`config.mk`:
```
export PLATFORM = sky130hd
export DESIGN_NAME = instr_sequencer_flat
export DESIGN_NICKNAME = d
export VERILOG_FILES = /design/src/rtl/instr_sequencer_if.sv /design/src/rtl/instr_sequencer.sv /design/src/flat_wrapper.sv
export SDC_FILE = /design/constraint.sdc
export NUM_CORES = 1
export LEC_CHECK = 0
export BUFFER_PORTS_ARGS = -buffer_cell sky130_fd_sc_hd__clkbuf_2
export CORE_MARGIN = 2
export CORE_UTILIZATION = 41
export CTS_BUF_LIST = sky130_fd_sc_hd__clkbuf_8 sky130_fd_sc_hd__clkbuf_16
export CTS_CLUSTER_DIAMETER = 120
export DETAILED_ROUTE_END_ITERATION = 6
export PLACE_DENSITY = 0.7
export SLEW_MARGIN = 5
export SYNTH_ARGS = -nofsm -noshare
export SYNTH_HDL_FRONTEND = slang
export SYNTH_SLANG_ARGS = --single-unit
```
`constraint.sdc`:
```
create_clock -name clk -period 3.7 [get_ports clk]
set_clock_uncertainty 0.1 [all_clocks]
set_input_delay 0.555 -clock clk [delete_from_list [all_inputs] [get_ports clk]]
set_output_delay 0.555 -clock clk [all_outputs]
set_load 0.01 [all_outputs]
```
`src/rtl/instr_sequencer_if.sv`:
```
// Decoder/program-memory side bundle for the instruction sequencer.
// The sequencer connects through the slave modport; the decoder/board side uses master.
interface instr_sequencer_if #(
    parameter int P_SIZE = 5
);
    logic              decWrite;
    logic              decBranch;
    logic              decWait;
    logic              decHalt;
    logic              zeroFlag;
    logic [P_SIZE-1:0] branchTarget;
    logic              demoSwitch;
    logic [P_SIZE-1:0] pcAddress;
    logic              irLoad;
    logic              writeReg;
    logic              flagLoad;
    logic              halted;
    logic [2:0]        stateOut;

    modport slave (
        input  decWrite, decBranch, decWait, decHalt, zeroFlag, branchTarget, demoSwitch,
        output pcAddress, irLoad, writeReg, flagLoad, halted, stateOut
    );

    modport master (
        output decWrite, decBranch, decWait, decHalt, zeroFlag, branchTarget, demoSwitch,
        input  pcAddress, irLoad, writeReg, flagLoad, halted, stateOut
    );
endinterface

```
`src/rtl/instr_sequencer.sv`:
```
// picoMIPS multi-cycle sequencer: owns the PC and steps FETCH/EXEC/WB, with
// branch-if-zero, a synchronised demo-switch WAIT and HALT.
module instr_sequencer #(
    parameter int P_SIZE      = 5,
    parameter int SYNC_STAGES = 2
) (
    input  logic            clk,
    input  logic            reset,
    instr_sequencer_if.slave bus
);

    typedef enum logic [2:0] {
        FETCH   = 3'd0,
        EXEC    = 3'd1,
        WB      = 3'd2,
        WAIT_HI = 3'd3,
        WAIT_LO = 3'd4,
        HALT    = 3'd5
    } state_e;

    state_e                  state_q, state_d;
    logic [P_SIZE-1:0]       pc_q, pc_d;
    logic                    taken_q, taken_d;
    logic [SYNC_STAGES-1:0]  sync_q, sync_d;
    logic                    sw_sync;

    assign sync_d  = {sync_q[SYNC_STAGES-2:0], bus.demoSwitch};
    assign sw_sync = sync_q[SYNC_STAGES-1];

    always_ff @(posedge clk) begin
        if (reset) begin
            state_q <= FETCH;
            pc_q    <= '0;
            taken_q <= 1'b0;
            sync_q  <= '0;
        end else begin
            state_q <= state_d;
            pc_q    <= pc_d;
            taken_q <= taken_d;
            sync_q  <= sync_d;
        end
    end

    always_comb begin
        state_d      = state_q;
        pc_d         = pc_q;
        taken_d      = taken_q;
        bus.irLoad   = 1'b0;
        bus.writeReg = 1'b0;
        bus.flagLoad = 1'b0;
        bus.halted   = 1'b0;

        case (state_q)
            FETCH: begin
                bus.irLoad = 1'b1;
                state_d    = EXEC;
            end
            EXEC: begin
                // Branch outcome is captured here so zeroFlag may change before WB.
                taken_d = bus.decBranch & bus.zeroFlag;
                if (bus.decHalt)
                    state_d = HALT;
                else if (bus.decWait)
                    state_d = WAIT_HI;
                else
                    state_d = WB;
            end
            WB: begin
                bus.writeReg = bus.decWrite & ~bus.decBranch;
                bus.flagLoad = bus.decWrite & ~bus.decBranch;
                pc_d         = taken_q ? bus.branchTarget : pc_q + 1'b1;
                state_d      = FETCH;
            end
            WAIT_HI: begin
                if (sw_sync)
                    state_d = WAIT_LO;
            end
            WAIT_LO: begin
                if (!sw_sync) begin
                    pc_d    = pc_q + 1'b1;
                    state_d = FETCH;
                end
            end
            HALT: begin
                bus.halted = 1'b1;
            end
            default: state_d = FETCH;
        endcase
    end

    assign bus.pcAddress = pc_q;
    assign bus.stateOut  = state_q;

endmodule

```
`src/flat_wrapper.sv`:
```
// flat-port wrapper written by rule: the top's interface ports become plain ports
module instr_sequencer_flat 
#(
    parameter int P_SIZE      = 5,
    parameter int SYNC_STAGES = 2
)
  (clk, reset, bus_decWrite, bus_decBranch, bus_decWait, bus_decHalt, bus_zeroFlag, bus_branchTarget, bus_demoSwitch, bus_pcAddress, bus_irLoad, bus_writeReg, bus_flagLoad, bus_halted, bus_stateOut);
  instr_sequencer_if #(.P_SIZE(P_SIZE)) bus_i ();
  input  logic clk;
  input  logic reset;
  input wire logic [$bits(bus_i.decWrite)-1:0] bus_decWrite;
  input wire logic [$bits(bus_i.decBranch)-1:0] bus_decBranch;
  input wire logic [$bits(bus_i.decWait)-1:0] bus_decWait;
  input wire logic [$bits(bus_i.decHalt)-1:0] bus_decHalt;
  input wire logic [$bits(bus_i.zeroFlag)-1:0] bus_zeroFlag;
  input wire logic [$bits(bus_i.branchTarget)-1:0] bus_branchTarget;
  input wire logic [$bits(bus_i.demoSwitch)-1:0] bus_demoSwitch;
  output wire logic [$bits(bus_i.pcAddress)-1:0] bus_pcAddress;
  output wire logic [$bits(bus_i.irLoad)-1:0] bus_irLoad;
  output wire logic [$bits(bus_i.writeReg)-1:0] bus_writeReg;
  output wire logic [$bits(bus_i.flagLoad)-1:0] bus_flagLoad;
  output wire logic [$bits(bus_i.halted)-1:0] bus_halted;
  output wire logic [$bits(bus_i.stateOut)-1:0] bus_stateOut;
  assign bus_i.decWrite = bus_decWrite;
  assign bus_i.decBranch = bus_decBranch;
  assign bus_i.decWait = bus_decWait;
  assign bus_i.decHalt = bus_decHalt;
  assign bus_i.zeroFlag = bus_zeroFlag;
  assign bus_i.branchTarget = bus_branchTarget;
  assign bus_i.demoSwitch = bus_demoSwitch;
  assign bus_pcAddress = bus_i.pcAddress;
  assign bus_irLoad = bus_i.irLoad;
  assign bus_writeReg = bus_i.writeReg;
  assign bus_flagLoad = bus_i.flagLoad;
  assign bus_halted = bus_i.halted;
  assign bus_stateOut = bus_i.stateOut;
  instr_sequencer #(.P_SIZE(P_SIZE), .SYNC_STAGES(SYNC_STAGES)) u_core (.clk(clk), .reset(reset), .bus(bus_i));
endmodule
```
==> metrics list <==
- Final Routed Wirelength: 1200 um
* Clock H-tree levels: 1
- Residual overflow from global routing: 0
- After technology mapping, the gate count stands at 69.
- The clock passes through at most 2 buffers.
* Critical Path RT: 3.04 ns
- Detailed placement finished with a half-perimeter wire length of 914 um.
- The via count of the first global-routing pass came to 524.
- During synthesis, Yosys emitted a total of 0 warnings.
- From left edge to right edge, the die measures 41.6 um.
- The library cell used most frequently in the layout, excluding fill and tap cells, is sky130_fd_sc_hd__clkbuf_2.
* Arrival time reported for the critical path endpoint: 1.43 ns
- Measured against its own limit, the worst slew margin works out to 0.683.
- TritonCTS built the clock tree.
- After synthesis the cells add up to 581 sq um.
* Power per unit of standard cell area: 397 nW/um^2
- Summing internal, switching and leakage power gives 0.297 mW.
- Violation count after the first detailed-route iteration: 12
- Synthesis produced a netlist with a net count of 83.
* Share of post-route cells with drive strength above 1: 0.319
* Met3 routed WL: 64 um
- In the final design database the tool counted 109 nets.
* Post-DR wirelength/cell: 11.0 um
- The number of antenna violations at the first check in global routing came to 0.
* Critical Path Fanout Max: 8
- Sort of element at the end of the critical path: output pin
* Core Rows: 13
- Post-CTS Repair Setup Buffers: 0
- The routed design could run at a clock period as short as 2.08 ns.
- DRC viols: 0
- After synthesis the netlist holds a flip-flop and latch count of 11.
- In this run the tool buffered the top-level ports with 24 buffer cells.
- The floorplan step defined a core boundary enclosing 1320 sq um.
* Distinct cells, synth: 28
* Critical path's largest stage delay: 0.43 ns
- Final period util: 0.564
- From synthesis to final layout, the design area changed by 29.1%.
- Achievable frequency: 480 MHz
* Post-CTS Hold Buffers: 0
* Number of hold-slack violations in the final timing report: 0
* Routed vias: 568
- At the end of routability-driven placement, the weighted congestion stood at 0.697.
* Largest voltage drop on the vdd net: 0.281 mV
- Final count of pins violating max slew: 0
- Area enclosed by the die boundary: 1730 sq um
- Final setup violation count: 0
- Counting every sink on the clock net gives 11.
- The root buffer cell chosen for the clock tree is sky130_fd_sc_hd__clkbuf_8.
- After clock tree synthesis, the repair step resized 0 gates.
- CTS buffer count: 3
* Worst min-delay path class: flop to flop
- The run finished with clean final reports.
- Entering global routing, the biggest net connects 15 pins.
- 25 I/O pins were placed.
* Total Negative Setup Slacks: 0 ns
* Final ANT Viol Nets: 0
- For this design, the slowest cell found on the critical path is sky130_fd_sc_hd__dfxtp_1.
- The tool flagged a number of max-cap violations equal to 0.
- Of all cell types, the one taking the most synthesized area is sky130_fd_sc_hd__dfxtp_1.
- Setup repair after global routing left no endpoint under its margin.
- Chip Height: 41.6 um
- Of the post-synthesis cell area, the dominant cell type holds 0.379.
- The library cells used most frequently in the layout, excluding fill and tap cells, are sky130_fd_sc_hd__clkbuf_2 (24), sky130_fd_sc_hd__dfxtp_1 (11), sky130_fd_sc_hd__nor2_1 (8).
- Crit Path Class: flop to output pin
* Critical Path Source Type: flop
* # diodes: 0
* Detail Route met2 WL: 575 um
* Leakage power summed over all cells: 0.352 nW
* Worst-Margin Slew: 0.474 ns
- Across every metal layer, demand over resource in global routing totals 0.166.
- Fraction of the yosys area taken by sequential cells: 0.379
- In the final routing, the length of wire on met1 measures 557 um.
* Skew-Pair Late Insertion Delay: 0.23 ns
- After clock tree synthesis, the clock-pin slew on the worst setup and hold paths is 0.04 ns.
* Mapped Avg Cell Area: 8.41 sq um
- Walking the worst path, the cells encountered are nand2b_1 > nor4b_1 > clkbuf_2.
- Biggest area contributors in the synthesized netlist: sky130_fd_sc_hd__dfxtp_1 (38%), sky130_fd_sc_hd__mux2i_1 (6.9%), sky130_fd_sc_hd__nand2b_1 (5.4%)
- The initial utilization of the core area, before any placement, comes to 0.441.
- The highest metal layer carrying signal wires in the routed design is met3.
- First-pass GRT wire length: 2210 um
* Via density per instance: 5.21
* Count of TritonRoute iterations in the first routing pass: 4
==> registers in the layout, summed over array words and instances (netlist names) <==
| name | count |
|---|---|
| u_core.bus.pcAddress | 5 |
| u_core.bus.stateOut | 3 |
| u_core.sync_q | 2 |
| u_core.taken_q | 1 |
==> through the flow <==
stage               instance area (sq um)  setup WS (ns)  hold WS [ns]  utilization  instances
detailed placement                    704           1.86         0.331        0.535        105
floorplan                             581           1.63         0.314            -         69
global placement                      704           1.92         0.320        0.535        105
global route                          749           1.43         0.363        0.569        109
CTS                                   749           1.61         0.342        0.569        109
finish                                749           1.62         0.334        0.569        109
==> routing by layer <==
layer | vias to the layer above | track usage
met4 | 0 | 0.0645
met1 | 253 | 0.212
met5 | - | 0
li1 | 300 | -
met3 | 0 | 0.0783
met2 | 15 | 0.241
==> synth_stat cells <==
master,instances
sky130_fd_sc_hd__nor4b_1,1
sky130_fd_sc_hd__nand2_1,4
sky130_fd_sc_hd__o2111ai_1,1
sky130_fd_sc_hd__or3b_1,1
sky130_fd_sc_hd__o32ai_1,3
sky130_fd_sc_hd__mux2i_1,4
sky130_fd_sc_hd__a211oi_1,1
sky130_fd_sc_hd__nand4_1,1
sky130_fd_sc_hd__a31oi_1,2
sky130_fd_sc_hd__nor4_1,1
sky130_fd_sc_hd__nand2b_1,5
sky130_fd_sc_hd__o21ai_2,1
sky130_fd_sc_hd__nor2_1,8
sky130_fd_sc_hd__buf_4,1
sky130_fd_sc_hd__nor2b_1,2
sky130_fd_sc_hd__a21oi_1,6
sky130_fd_sc_hd__nand3_1,2
sky130_fd_sc_hd__a21oi_2,1
sky130_fd_sc_hd__a21o_1,1
sky130_fd_sc_hd__ha_1,1
sky130_fd_sc_hd__nand3b_1,1
sky130_fd_sc_hd__nor3_1,1
sky130_fd_sc_hd__o31a_1,1
sky130_fd_sc_hd__dfxtp_1,11
sky130_fd_sc_hd__o21ai_0,2
sky130_fd_sc_hd__clkbuf_1,2
sky130_fd_sc_hd__mux2_2,1
sky130_fd_sc_hd__inv_1,3
==> path summary, 6_finish.rpt <==
check                    startpoint                 endpoint  slack (ns)  cells after the start
max          u_core.bus.stateOut[1]             bus_writeReg        1.62                      3
max reg2reg  u_core.bus.stateOut[1]  u_core.bus.pcAddress[4]        2.15                      4
min reg2reg        u_core.sync_q[0]         u_core.sync_q[1]        0.33                      1
min                u_core.sync_q[0]         u_core.sync_q[1]        0.33                      1
==> kinds of logic (layout without fill, tap and decap cells) <==
kind of cell / after synthesis / in the layout / share of synthesized area
simple gates: 27 / 27 / 0.244
flops: 11 / 11 / 0.379
mux: 5 / 5 / 0.0884
buf+inv: 6 / 31 / 0.0453
fa+ha+maj: 1 / 1 / 0.0215
compound gates: 19 / 19 / 0.222
==> report_power, final <==
group	internal [mW]	total [mW]	switching, mW
registers	0.125	0.136	0.0104
clock network	0.0725	0.114	0.0412
logic	0.0229	0.0480	0.0251
total	0.221	0.297	0.0767
==> area by class of cell <==
class | count | area [sq um]
fill | 118 | 568
multi-input combinational | 52 | 334
sequential | 11 | 220
timing repair buffer | 24 | 120
clock buffer | 3 | 41.3
tap | 15 | 18.8
inverter | 3 | 11.3
clock inverter | 1 | 3.75
==> worst max-delay path, delay by kind of cell (launching register included) <==
family        cells  cell delay [ns]
simple gates      2             0.57
flops             1             0.43
buf+inv           1             0.20
(Power assumes the default switching activity.)
